### src/rtl/sfx_arbiter.sv
// sfx_arbiter: time-shares the tone path between background music and four prioritized one-shot sound effects.
module sfx_arbiter #(
  parameter int SFX_LEN   = 8,
  parameter int GAP_BEATS = 1,
  parameter int PREEMPT   = 1,
  parameter int SILENCE   = 20000,
  parameter int BGM_VOL   = 2,
  parameter int SFX_VOL   = 4
) (
  input  logic        clk,
  input  logic        rst,
  input  logic        beat_tick,
  input  logic [3:0]  req,
  input  logic [31:0] bgm_freqL,
  input  logic [31:0] bgm_freqR,
  output logic [31:0] freqL,
  output logic [31:0] freqR,
  output logic [2:0]  volume,
  output logic        busy,
  output logic [1:0]  sfx_id,
  output logic        done
);
  typedef enum logic [1:0] {IDLE, PLAY, GAP} state_e;
  state_e state_q, state_d;
  logic [3:0] pend_q, pend_d, clr;
  logic [2:0] step_q, step_d, vol_d;
  logic [7:0] gap_q, gap_d;
  logic [1:0] id_q, id_d, top;
  logic [31:0] fl_d, fr_d, tone;
  logic done_q, done_d, any, pre, last, gnt;

  function automatic logic [31:0] rom(input logic [1:0] id, input logic [2:0] s);
    logic [31:0] r;
    case (id)
      2'd0: r = s[0] ? 32'd784 : 32'd1047;
      2'd1: case (s)
        3'd0: r = 32'd523;
        3'd1: r = 32'd587;
        3'd2: r = 32'd659;
        3'd3: r = 32'd698;
        3'd4: r = 32'd784;
        3'd5: r = 32'd880;
        3'd6: r = 32'd988;
        default: r = 32'd1047;
      endcase
      2'd2: r = s[2] ? 32'(SILENCE) : 32'd262;
      default: r = s[2] ? 32'd440 : 32'd880;
    endcase
    return r;
  endfunction

  assign any  = |pend_q;
  assign top  = pend_q[0] ? 2'd0 : pend_q[1] ? 2'd1 : pend_q[2] ? 2'd2 : 2'd3;
  assign pre  = (PREEMPT != 0) && any && (top < id_q);
  assign last = step_q == 3'(SFX_LEN - 1);

  // Preemption is checked ahead of end-of-effect so a cut effect never reports done.
  always_comb begin
    state_d = state_q;
    step_d  = step_q;
    gap_d   = gap_q;
    id_d    = id_q;
    clr     = '0;
    done_d  = 1'b0;
    gnt     = 1'b0;
    if (beat_tick) begin
      case (state_q)
        IDLE: gnt = any;
        PLAY: begin
          if (pre) gnt = 1'b1;
          else if (!last) step_d = step_q + 3'd1;
          else begin
            done_d = 1'b1;
            gap_d  = '0;
            if (GAP_BEATS == 0) begin
              gnt     = any;
              state_d = IDLE;
            end else state_d = GAP;
          end
        end
        GAP: begin
          if (gap_q == 8'(GAP_BEATS - 1)) begin
            gnt     = any;
            state_d = IDLE;
          end else gap_d = gap_q + 8'd1;
        end
        default: state_d = IDLE;
      endcase
    end
    if (gnt) begin
      state_d = PLAY;
      id_d    = top;
      step_d  = '0;
      clr     = 4'b1 << top;
    end
    pend_d = (pend_q & ~clr) | req;
    tone   = rom(id_d, step_d);
    fl_d   = state_d == PLAY ? tone : state_d == GAP ? 32'(SILENCE) : bgm_freqL;
    fr_d   = state_d == PLAY ? tone : state_d == GAP ? 32'(SILENCE) : bgm_freqR;
    vol_d  = state_d == IDLE ? 3'(BGM_VOL) : 3'(SFX_VOL);
  end

  always_ff @(posedge clk) begin
    if (rst) begin
      state_q <= IDLE;
      pend_q  <= '0;
      step_q  <= '0;
      gap_q   <= '0;
      id_q    <= '0;
      freqL   <= 32'(SILENCE);
      freqR   <= 32'(SILENCE);
      volume  <= '0;
      done_q  <= 1'b0;
    end else begin
      state_q <= state_d;
      pend_q  <= pend_d;
      step_q  <= step_d;
      gap_q   <= gap_d;
      id_q    <= id_d;
      freqL   <= fl_d;
      freqR   <= fr_d;
      volume  <= vol_d;
      done_q  <= done_d;
    end
  end

  assign busy   = state_q != IDLE;
  assign sfx_id = id_q;
  assign done   = done_q;
endmodule

### config.mk
export PLATFORM = sky130hd
export DESIGN_NAME = sfx_arbiter
export DESIGN_NICKNAME = d
export VERILOG_FILES = /design/src/rtl/sfx_arbiter.sv
export SDC_FILE = /design/constraint.sdc
export NUM_CORES = 1
export LEC_CHECK = 0
export CORE_ASPECT_RATIO = 0.8
export CORE_UTILIZATION = 42
export DETAILED_ROUTE_END_ITERATION = 12
export PLACE_DENSITY = 0.86
export SLEW_MARGIN = 20
export SYNTH_ARGS = -nofsm -noshare
export SYNTH_HDL_FRONTEND = slang
export SYNTH_SLANG_ARGS = --single-unit
### constraint.sdc
create_clock -name clk -period 2.8 [get_ports clk]
set_input_delay 0.56 -clock clk [delete_from_list [all_inputs] [get_ports clk]]
set_output_delay 0.56 -clock clk [all_outputs]
set_load 0.05 [all_outputs]
* Word-level counts from Yosys, hierarchy flattened
Index checks and enable logic that the tools add are counted.
** Operators by class
- Add/sub/neg operators :: 2
- Magnitude comparators :: 1
- Equal/unequal tests :: 16
- Shifts and indexed selects :: 1
- Multiplexer cells :: 35
- Bitwise gates (word level) :: 5
- Reduce and logical (&&, ||, !) cells :: 11
** Operators by type and width (count)
- $mux 32 :: 4
- $pmux 11 s7 :: 1
- $pmux 15 s3 :: 1
- $mux 8 :: 3
- $mux 3 :: 6
- $mux 2 :: 8
- $pmux 8 s2 :: 1
- $mux 15 :: 1
- $eq 3x3->1 const B :: 4
- $mux 11 :: 1
- $mux 10 :: 1
- $add 8x1->8 const B :: 1
- $logic_not 8->1 :: 1
- $reduce_or 4->1 :: 2
- $eq 2x1->1 const B :: 3
- $eq 2x2->1 const B :: 3
- $eq 3x2->1 const B :: 2
- $logic_not 2->1 :: 3
- $ne 2x2->1 const B :: 3
- $pmux 2 s3 :: 1
- $mux 1 :: 5
- $reduce_and 5->1 :: 1
- $and 4x4->4 :: 1
- $mux 4 :: 1
- other kinds (11) :: 13
** Word-level totals
- Flip-flop bits (word level) :: 87
- Output and inout port bits :: 71
- Word-level logic and storage cells :: 80

* Logic depth before layout (Yosys ltp)
- Depth after elaboration :: 13
- Depth in mapped cells :: 11
- Mapped depth without buffers :: 9

* Worst setup path before layout
OpenSTA, ideal clock, no wires.
- Path kind :: register to register
- Start :: register id_q[1] (netlist: sfx_id[1])
- End :: register freqL[0]
- Arrival time :: 2837 ps
- Required time :: 2680 ps
- Slack :: -156 ps
- Cell stages (with the launch flop) :: 12
- Period minus slack after synthesis :: 2956 ps
- Path through :: dfxtp_1 > clkbuf_1 > inv_1 > ha_1 > a311o_2 > a31oi_1 > or2_1 > buf_4 > xnor2_4 > nor2_4 > buf_6 > a211o_1
** Between the ends
- Word-level cells in the longest chain between the ends :: 10
- Elaborated cells between the ends (all ways) :: 31
- Classes of those cells :: 1 x order compare; 10 x eq/ne; 17 x mux; 3 x reduce/logical
** RTL lines
- start: declaration :: line 28 : logic [1:0] id_q, id_d, top;
- start signal: assignment :: line 119 : id_q <= id_d;
- $lt 2x2->1 :: line 54 : assign pre = (PREEMPT != 0) && any && (top < id_q);
- $logic_and 1x1->1 :: line 54
- $mux 1 / $mux 3 (equally long branches) :: line 70 : if (pre) gnt = 1'b1;
- $pmux 1 s3 / $mux 3 (equally long branches) :: line 67 : case (state_q)
- $mux 1 / $mux 3 (equally long branches) :: line 66 : if (beat_tick) begin
- $mux 3 :: line 90 : if (gnt) begin
- $eq 3x3->1 (tied with other cells) :: line 36 : 2'd1: case (s)
- $pmux 11 s7 :: line 36
- $pmux 15 s3 :: line 34 : case (id)
- $mux 32 (*) :: line 98 : fl_d = state_d == PLAY ? tone : state_d == GAP ? 32'(SILENCE) : bgm_freqL;
- end signal: assignment :: line 110 : freqL <= 32'(SILENCE);
- end signal: assignment :: line 120 : freqL <= fl_d;
- end: declaration :: line 16 : output logic [31:0] freqL,
Mark *: on every way between the ends. The rest lies on a longest branch, timed or not.
A chain may end at the register's enable or synchronous reset.

* Worst setup path after layout
- Start :: register pend_q[0]
- End :: register freqL[12]
** Between the ends
- Word-level cells in the longest chain between the ends :: 10
- Elaborated cells between the ends (all ways) :: 21
- Classes of those cells :: 1 x order compare; 4 x eq/ne; 13 x mux; 3 x reduce/logical
** RTL lines
- start: declaration :: line 25 : logic [3:0] pend_q, pend_d, clr;
- start signal: assignment :: line 116 : pend_q <= pend_d;
- $mux 2 :: line 53 : assign top = pend_q[0] ? 2'd0 : pend_q[1] ? 2'd1 : pend_q[2] ? 2'd2 : 2'd3;
- $lt 2x2->1 :: line 54
- $logic_and 1x1->1 :: line 54
- $mux 1 / $mux 2 (equally long branches) :: line 70
- $pmux 1 s3 / $pmux 2 s3 (equally long branches) :: line 67
- $mux 1 / $mux 2 (equally long branches) :: line 66
- $mux 2 :: line 90
- $eq 2x2->1 (tied with other cells) :: line 34
- $pmux 15 s3 / $mux 32 (equally long branches) :: line 34, 98
- $mux 32 (*) :: line 98
Marked as above.

==> out/metrics.cfg <==
[status]
status=completed

[route]
met3_length_um=687
route.met2.wl_um=4573
via_count=3117
wirelength_um=9248
drt_iter0_drc=184
viasPerCell=5.036
wl_met1_um=3801
ant_nets=0
highest_layer=met4
dr.pass1.iters=5
drc_errors=0
avgRoutedWirePerCell_um=14.94

[sta]
finalMaxSlewViolations=0
rsz0062_at_grt=false
whs_ps=489.6
max_freq_ghz=0.3797
period_share_pct=94.05
skew_ps=12.06
finalSetupViolations=0
worst_pin_slew_ps=530.2
period_minus_slack_ps=2633
tns_ps=0
max-slew-margin-rel_pct=64.54
finalHoldViolations=0

[global_routing]
grt_max_degree=22
antenna_found_initial=0
grt_overflow=0
grt_use_total_pct=22.20
grt_pass1_vias=2985
grt_pass1_wl_um=13990

[clock_tree]
postCtsSetupBuffers=0
htreeDepth=3
cts_made_buffers=9
cts-root-buf=clkbuf_8
clkTransAtPathRegs_ps=80
clk_path_buf_depth=2
holdBufCountCts=0
insertion_delay_ps=360
post_cts_resized=0
cts_num_sinks=86
cts_tree=yes

[power_and_ir_drop]
p_sw_share_pct=33.61
p_int_w=0.002195
p_seq_share_pct=41.3
power_w=0.003307
peakVddDrop_mv=0.4153
cellLeakagePower_nw=2.118
combPwrFrac_pct=31.8
power_frac_clock_pct=26.8
power_density_nw_per_um2=633.9
power_switching_w=0.001111

[synth]
yosysSeqAreaShare_pct=51.89
async_flop_share_pct=0
synth_cell_types=56
synth_ff_type=dfxtp_1
synth_edf_count=0
yosys_warnings=0
ys_seq_elements=86
synth_cells=343
synth_area_um2=3318
avgSynthCellArea_um2=9.674
synth_nets=418

[cells_and_area]
antenna_cells=0
post-route-util_pct=69.25
drive_gt1_share_pct=11.87
num-nets-final=584
area_growth_pct=57.20
multi_input_area_um2=1453
regArea_um2=1723
n_fill_cell=558
final_cell_mix=140 x clkdlybuf4s50_1, 85 x dfxtp_1, 39 x and2_1
layout_commonest_cell=clkdlybuf4s50_1
fin_cells=619

[critical_path]
cp.arrival_ps=2930
setup.worst_path.end_class=register
crit_type=register to register
crit_path_start_kind=register
required_ps=3100
path_max_fanout=21

[place]
io_buffers=140
hpwl_um=7238
place_congestion=0.9827
dpl.cell_count=603

[floorplan]
die_w_um=101.4
fp.coreArea_um2=7532
row_count=28
start_util_pct=44.05
pin_count=142
dieArea_um2=8262
fp.dieH_um=81.50

[min_path]
holdCritPathClass=register to register

[job]
drv_cap=0

## state kept, by name, summed over array words and instances (netlist names)
signal   cells
gap_q        8
freqL       32
pend_q       4
volume       2
step_q       3
state_q      2
done         1
sfx_id       2
freqR       32
## power by group through the flow
stage	Combinational, W	Clock (W)	Sequential [W]
2_1_floorplan	0.000267	0	0.00175
3_3_place_gp	0.00102	0	0.00139
3_5_place_dp	0.00105	0	0.00140
4_1_cts	0.00105	0.000901	0.00137
5_1_grt	0.00111	0.000947	0.00138
6_report	0.00105	0.000888	0.00137
## routing by layer
layer  global-route usage [%]  up-vias
met5                        0        -
met4                    8.696        0
met3                    6.383       24
met2                    38.91      146
met1                    25.78     1441
li1                         -     1506
## metrics by stage
step	instance area, um2	setup slack, ps
finish	5216	166.6
global route	5216	15.67
CTS	5216	162.7
detailed placement	5011	-95.36
global placement	5011	-26.83
floorplan	3321	94.44
## layout make-up
class / instances / share of cell area, %
repair buffers: 171 / 31.81
well taps: 105 / 2.519
clock buffers: 10 / 2.639
clock inverters: 6 / 1.295
inverters: 12 / 0.8635
flip-flops and latches: 86 / 33.03
multi-input cells: 229 / 27.85
## cells by family (layout without fill, tap and decap cells)
kind of cell	Yosys count	in the layout	share of synthesized area, %
muxes	4	4	1.244
DFF	86	86	51.89
other	1	1	0.1130
buffers and inverters	28	199	4.336
AOI/OAI and AO/OA	72	72	15.01
adders and majority gates	4	4	1.508
and+or+nand+nor	137	137	22.44
xor gates and xnor gates	11	11	3.469
## cells in the mapped netlist, types with 2 or more instances
master | instances | share of area, %
xor2_1 | 4 | 1.1
nor2_1 | 27 | 3.1
nand2b_1 | 5 | 0.94
xnor2_1 | 6 | 1.6
a21o_1 | 12 | 2.7
a211oi_1 | 4 | 0.91
o21a_1 | 3 | 0.68
o22ai_1 | 3 | 0.57
nand4_1 | 8 | 1.5
buf_2 | 3 | 0.45
and2_1 | 39 | 7.4
clkbuf_2 | 4 | 0.60
inv_1 | 12 | 1.4
clkbuf_1 | 4 | 0.45
a31oi_1 | 3 | 0.57
a21oi_1 | 14 | 2.1
buf_4 | 2 | 0.45
ha_1 | 4 | 1.5
buf_6 | 3 | 1.0
or2_2 | 2 | 0.38
nor3_1 | 7 | 1.1
nor4_1 | 3 | 0.57
o21ai_0 | 13 | 2.0
a211o_1 | 5 | 1.3
mux2i_1 | 3 | 0.91
nand2_1 | 25 | 2.8
o211ai_1 | 3 | 0.68
or3_1 | 2 | 0.38
nand3_1 | 8 | 1.2
dfxtp_1 | 86 | 52
## worst paths after layout
| path | to | cells after the start | from | slack [ps] |
|---|---|---|---|---|
| min | gap_q[1] | 2 | gap_q[1] | 490 |
| max reg2reg | freqL[12] | 9 | pend_q[0] | 170 |
| max | freqL[12] | 9 | pend_q[0] | 170 |
| min reg2reg | gap_q[1] | 2 | gap_q[1] | 490 |
## worst max-delay path, stage by stage (launching register included)
cell and delay, ps:
dfxtp_1 320, nor2_1 180, ha_1 290, a311o_2 380, a31oi_1 270, or2_1 260
xnor2_4 110, nor2_4 420, buf_12 210, and2_1 140
Note: power is estimated with default switching activity, not from simulation.
